**config.mk**
```make
export PLATFORM = sky130hd
export DESIGN_NAME = car_state_link_tx
export DESIGN_NICKNAME = d
export VERILOG_FILES = /design/src/rtl/car_state_link_tx.sv
export SDC_FILE = /design/constraint.sdc
export NUM_CORES = 1
export LEC_CHECK = 0
export BUFFER_PORTS_ARGS = -buffer_cell sky130_fd_sc_hd__buf_2
export CAP_MARGIN = 20
export CORE_ASPECT_RATIO = 0.9
export CORE_UTILIZATION = 36
export DETAILED_ROUTE_END_ITERATION = 10
export GPL_TIMING_DRIVEN = 0
export PLACE_DENSITY = 0.62
export SKIP_CTS_REPAIR_TIMING = 1
export SYNTH_ARGS = -nofsm -noshare
export SYNTH_HDL_FRONTEND = slang
export SYNTH_SLANG_ARGS = --single-unit
```
**constraint.sdc**
```tcl
create_clock -name clk -period 6.1 [get_ports clk]
set_input_delay 1.22 -clock clk [delete_from_list [all_inputs] [get_ports clk]]
set_output_delay 1.22 -clock clk [all_outputs]
set_load 0.02 [all_outputs]
```
**src/rtl/car_state_link_tx.sv**
```systemverilog
// Serial car-state transmitter: snapshots own-car collision centres, heading and speed on a frame
// request and sends them as a fixed 10-byte 8N1 UART frame (sync, seq, 7 payload bytes, XOR checksum).
module car_state_link_tx #(
    parameter int          CLK_FREQ     = 100_000_000,
    parameter int          BAUD         = 115_200,
    parameter int          CLKS_PER_BIT = CLK_FREQ / BAUD,
    parameter logic [7:0]  SYNC_BYTE    = 8'hA5
) (
    input  logic        clk,
    input  logic        rst,
    input  logic        frame_req,
    input  logic [9:0]  my_f_x,
    input  logic [9:0]  my_f_y,
    input  logic [9:0]  my_r_x,
    input  logic [9:0]  my_r_y,
    input  logic [3:0]  angle_idx,
    input  logic [9:0]  speed,
    output logic        tx,
    output logic        busy,
    output logic        frame_done,
    output logic [7:0]  drop_cnt
);

    // A single-cycle bit period still needs a one-bit counter to keep the vector legal.
    localparam int              CNT_W     = (CLKS_PER_BIT > 1) ? $clog2(CLKS_PER_BIT) : 1;
    localparam logic [CNT_W-1:0] CNT_LAST = CNT_W'(CLKS_PER_BIT - 1);
    localparam logic [CNT_W-1:0] CNT_ZERO = CNT_W'(0);
    localparam logic [CNT_W-1:0] CNT_ONE  = CNT_W'(1);
    localparam logic [3:0]       LAST_BYTE = 4'd9;
    localparam logic [2:0]       LAST_BIT  = 3'd7;
    localparam logic [7:0]       DROP_MAX  = 8'hFF;

    typedef enum logic [1:0] {
        IDLE  = 2'd0,
        START = 2'd1,
        DATA  = 2'd2,
        STOP  = 2'd3
    } state_t;

    // XOR of the sequence byte and all seven payload bytes; the sync byte is not covered.
    function automatic logic [7:0] frame_checksum(input logic [7:0] seq, input logic [55:0] payload);
        logic [7:0] acc;
        acc = seq;
        for (int k = 0; k < 7; k++) begin
            acc = acc ^ payload[8*k +: 8];
        end
        return acc;
    endfunction

    state_t            state_r;
    logic [CNT_W-1:0]  cnt_r;
    logic [2:0]        bit_idx_r;
    logic [3:0]        byte_idx_r;
    logic [55:0]       payload_r;
    logic [7:0]        frame_seq_r;
    logic [7:0]        chk_r;
    logic [7:0]        seq_r;
    logic              tx_r;
    logic              busy_r;
    logic              frame_done_r;
    logic [7:0]        drop_cnt_r;

    logic [55:0]       payload_s;
    logic [7:0]        cur_byte_s;

    assign payload_s = {2'b00, speed, angle_idx, my_r_y, my_r_x, my_f_y, my_f_x};

    // Byte currently on the wire, selected from the latched snapshot.
    always_comb begin
        cur_byte_s = 8'hFF;
        case (byte_idx_r)
            4'd0:    cur_byte_s = SYNC_BYTE;
            4'd1:    cur_byte_s = frame_seq_r;
            4'd2:    cur_byte_s = payload_r[7:0];
            4'd3:    cur_byte_s = payload_r[15:8];
            4'd4:    cur_byte_s = payload_r[23:16];
            4'd5:    cur_byte_s = payload_r[31:24];
            4'd6:    cur_byte_s = payload_r[39:32];
            4'd7:    cur_byte_s = payload_r[47:40];
            4'd8:    cur_byte_s = payload_r[55:48];
            4'd9:    cur_byte_s = chk_r;
            default: cur_byte_s = 8'hFF;
        endcase
    end

    // Frame FSM with registered line, status and drop counter.
    always_ff @(posedge clk) begin
        if (rst) begin
            state_r      <= IDLE;
            cnt_r        <= CNT_ZERO;
            bit_idx_r    <= 3'd0;
            byte_idx_r   <= 4'd0;
            payload_r    <= 56'd0;
            frame_seq_r  <= 8'd0;
            chk_r        <= 8'd0;
            seq_r        <= 8'd0;
            tx_r         <= 1'b1;
            busy_r       <= 1'b0;
            frame_done_r <= 1'b0;
            drop_cnt_r   <= 8'd0;
        end else begin
            frame_done_r <= 1'b0;
            if (frame_req && busy_r && (drop_cnt_r != DROP_MAX)) begin
                drop_cnt_r <= drop_cnt_r + 8'd1;
            end
            case (state_r)
                IDLE: begin
                    tx_r <= 1'b1;
                    if (frame_req) begin
                        payload_r   <= payload_s;
                        frame_seq_r <= seq_r;
                        chk_r       <= frame_checksum(seq_r, payload_s);
                        seq_r       <= seq_r + 8'd1;
                        state_r     <= START;
                        busy_r      <= 1'b1;
                        tx_r        <= 1'b0;
                        cnt_r       <= CNT_ZERO;
                        byte_idx_r  <= 4'd0;
                        bit_idx_r   <= 3'd0;
                    end
                end
                START: begin
                    if (cnt_r == CNT_LAST) begin
                        cnt_r     <= CNT_ZERO;
                        state_r   <= DATA;
                        bit_idx_r <= 3'd0;
                        tx_r      <= cur_byte_s[0];
                    end else begin
                        cnt_r <= cnt_r + CNT_ONE;
                    end
                end
                DATA: begin
                    if (cnt_r == CNT_LAST) begin
                        cnt_r <= CNT_ZERO;
                        if (bit_idx_r == LAST_BIT) begin
                            state_r <= STOP;
                            tx_r    <= 1'b1;
                        end else begin
                            bit_idx_r <= bit_idx_r + 3'd1;
                            tx_r      <= cur_byte_s[bit_idx_r + 3'd1];
                        end
                    end else begin
                        cnt_r <= cnt_r + CNT_ONE;
                    end
                end
                STOP: begin
                    if (cnt_r == CNT_LAST) begin
                        cnt_r <= CNT_ZERO;
                        if (byte_idx_r == LAST_BYTE) begin
                            state_r      <= IDLE;
                            busy_r       <= 1'b0;
                            frame_done_r <= 1'b1;
                            tx_r         <= 1'b1;
                        end else begin
                            byte_idx_r <= byte_idx_r + 4'd1;
                            state_r    <= START;
                            tx_r       <= 1'b0;
                        end
                    end else begin
                        cnt_r <= cnt_r + CNT_ONE;
                    end
                end
                default: begin
                    state_r <= IDLE;
                    busy_r  <= 1'b0;
                    tx_r    <= 1'b1;
                    cnt_r   <= CNT_ZERO;
                end
            endcase
        end
    end

    assign tx         = tx_r;
    assign busy       = busy_r;
    assign frame_done = frame_done_r;
    assign drop_cnt   = drop_cnt_r;

endmodule

```
==> impl_metrics.py <==
metrics = {
    "outcome": {
        "status": "complete, no violations",
    },
    "synthesis": {
        "yosysMostFrequentCell": "nand2_1",
        "synth_seq_cells": 108,
        "synthTopCellsByArea": "dfxtp_1 39%, nand2_1 10%, xnor2_1 9.2%, a21oi_1 8.4%, ha_1 3.0%",
        "async_reset_ff_share_pct": 0,
        "synth_fp_nets": 768,
        "ys.flop_type": "dfxtp_1",
        "synth-edff-count": 0,
        "yosysUniqueCellTypes": 56,
        "yosys-top-cells-count": "154 x nand2_1, 108 x dfxtp_1, 92 x a21oi_1",
        "syn-instance-count": 698,
        "syn_area_mm2": 0.005508,
        "ys_seq_area_share_pct": 39.25,
        "yosysTopAreaCellShare_pct": 39.25,
        "yosysTopAreaCell": "dfxtp_1",
        "syn_avg_cell_area_um2": 7.891,
        "synth-warning-count": 0,
    },
    "die": {
        "dieArea_mm2": 0.01580,
        "initial_utilization_pct": 37.17,
        "ios": 68,
        "die_w_um": 132.4,
        "die_h_um": 119.3,
        "num_rows": 42,
        "core_area_mm2": 0.01482,
    },
    "setup_path": {
        "crit_arrival_ns": 2.94,
        "worst-path-stages": 7,
        "crit_type": "primary input to flop",
        "cp_data_required_time_ns": 6.34,
        "cp-start-kind": "primary input",
        "crit_top_cell": "clkbuf_1",
        "cp_slowest_cell": "clkbuf_1",
        "rr_worst_depth": 8,
        "path_buf_inv": 3,
        "crit_family": "buffers and inverters",
        "path_cells": "buf_2 -> and2_1 -> clkbuf_1 -> clkbuf_1 -> nor2_1 -> a211oi_1 -> o21ai_1",
        "critPathMaxFanout": 10,
        "end_kind": "flop",
        "slowest_delay_ns": 0.52,
    },
    "cells_and_area": {
        "diodes": 0,
        "layout.nets": 845,
        "finalInstanceArea_mm2": 0.006362,
        "syn_to_final_growth_pct": 15.52,
        "layout.cells.non_filler": 976,
        "drive_above_1_share_pct": 12.47,
    },
    "detailed_routing": {
        "dr.first_iter.drc_count": 440,
        "drcViolationCount": 0,
        "drt-total-wl_mm": 16.16,
        "firstDrtPassIters": 7,
        "num_vias": 5116,
        "ant_nets": 0,
        "vias_per_cell": 5.242,
        "wl_per_cell_um": 16.55,
    },
    "power": {
        "ir_drop_uv": 189.3,
        "power.total_mw": 2.138,
        "p_per_area_mw_per_mm2": 336.0,
        "power.leakage_nw": 2.298,
        "power.net_switching_mw": 0.7849,
        "pwr-share-comb_pct": 32.0,
        "p_sw_share_pct": 36.71,
        "clkPwrFrac_pct": 26.0,
        "p_int_mw": 1.353,
        "pwr-share-seq_pct": 42.0,
    },
    "global_routing": {
        "grt_pass1_wl_mm": 25.63,
        "grt_max_degree": 17,
        "grt_pass1_vias": 4608,
        "antenna_found_initial": 0,
        "use_met1_pct": 31.14,
        "overflow": 0,
        "track_usage_pct": 21.11,
        "busiest_layer": "met1",
        "met3_usage_pct": 5.066,
        "met2_usage_pct": 30.36,
    },
    "sta": {
        "hold_viol": 0,
        "final.setup.worst_slack_ns": 3.395,
        "final_max_slew_viol_count": 0,
        "relSlewSlack_pct": 54.82,
        "tns_ns": 0,
        "final-setup-viol-count": 0,
        "skew_ns": 0.005692,
        "min_period_over_period_pct": 44.34,
        "max_slew.worst_pin.slew_ns": 0.6778,
        "max_freq_ghz": 0.3697,
        "rsz0062_at_grt": "false",
        "period_needed_ns": 2.705,
    },
    "min_path": {
        "hp-class": "flop to flop",
        "hold_path_depth": 2,
    },
    "placement": {
        "hpwl_mm": 12.26,
        "dp.cells": 962,
        "globalplace.congestion": 0.9404,
        "numPortBuffers": 66,
        "post-place-ws_ns": 3.032,
        "placed_area_mm2": 0.006086,
    },
    "clock_tree": {
        "clock-sinks": 108,
        "path_clk_slew_ns": 0.07,
        "clockBufferDepth": 2,
        "htreeDepth": 3,
        "cts_buffers": 9,
        "root_buffer": "clkbuf_16",
        "cts_tree": "done",
        "clkLatencyLatePin_ns": 0.35,
    },
    "flow_run": {
        "drv_cap": 0,
    },
}
-- cell type report --
type                    count  area, µm²
plain buffers              52      206.4
clock buffers              11      252.7
clock inverters             3      23.77
fillers                  1534       8457
inverters                   7      26.28
multi-input cells         531       3113
flip-flops and latches    108       2162
well taps                 198      247.7
repair buffers             66      330.3
-- path summary, 6_finish.rpt --
kind / from / to / slack [ns]
setup reg to reg: state_r[0] / payload_r[31] / 3.45
hold reg to reg: chk_r[6] / chk_r[6] / 0.46
hold / removal: chk_r[6] / chk_r[6] / 0.46
setup / recovery: frame_req / tx / 3.40
-- per-layer routing --
layer,up-vias,wire (µm)
met4,0,216
met1,2393,7857
li1,2536,-
met5,-,0
met3,15,1173
met2,172,6908
-- sequential cells by signal, summed over array words and instances (netlist names) --
register	flops
bit_idx_r	3
busy	1
byte_idx_r	4
chk_r	8
cnt_r	10
drop_cnt	8
frame_done	1
frame_seq_r	8
payload_r	54
seq_r	8
state_r	2
tx	1
-- through the flow --
stage                     util, %  hold WS (ns)
after floorplan                 -        0.4319
after global placement      41.07        0.4409
after detailed placement    41.07        0.4471
after CTS                   42.93        0.4569
after global routing        42.93        0.4732
final                       42.93        0.4551
-- cells in the final DEF, fill, tap and decap left out, types with 9 or more instances in the layout --
master     instances
dfxtp_1          108
a211oi_1          12
nor3_1             9
clkbuf_16          9
ha_1              13
mux2i_1            9
clkbuf_1          39
a21oi_1           92
buf_2             72
nand3_1           15
xor2_1             9
nand2b_1           9
o21ai_0           14
nor2_1            43
nand2_1          154
xnor2_1           58
-- cells by family (layout without fill, tap and decap cells) --
logic type | count (synthesis) | count (layout) | synth area share, %
AO/OA/AOI/OAI | 165 | 165 | 18.22
flip-flops | 108 | 108 | 39.25
buffers and inverters | 59 | 139 | 4.225
AND/OR/NAND/NOR | 274 | 274 | 22.44
multiplexers | 12 | 12 | 2.249
adder cells (fa/ha/maj) | 13 | 13 | 2.953
XOR/XNOR | 67 | 67 | 10.65
-- power by group through the flow --
| stage | clock network (mW) | logic, mW | registers [mW] |
|---|---|---|---|
| finish | 0.556 | 0.683 | 0.898 |
| CTS | 0.567 | 0.683 | 0.894 |
| detailed placement | 0 | 0.680 | 0.909 |
| global route | 0.591 | 0.765 | 0.907 |
| floorplan | 0 | 0.493 | 0.880 |
| global placement | 0 | 0.674 | 0.909 |
-- worst register-to-register path: cells and delay by family (launching register included) --
kind                       cells  cell delay (ns)
AOI/OAI and AO/OA              1             0.17
adders and majority gates      1             0.26
buffers and inverters          4             1.35
DFF                            1             0.35
and+or+nand+nor                2             0.46
(Power assumes the default switching activity.)
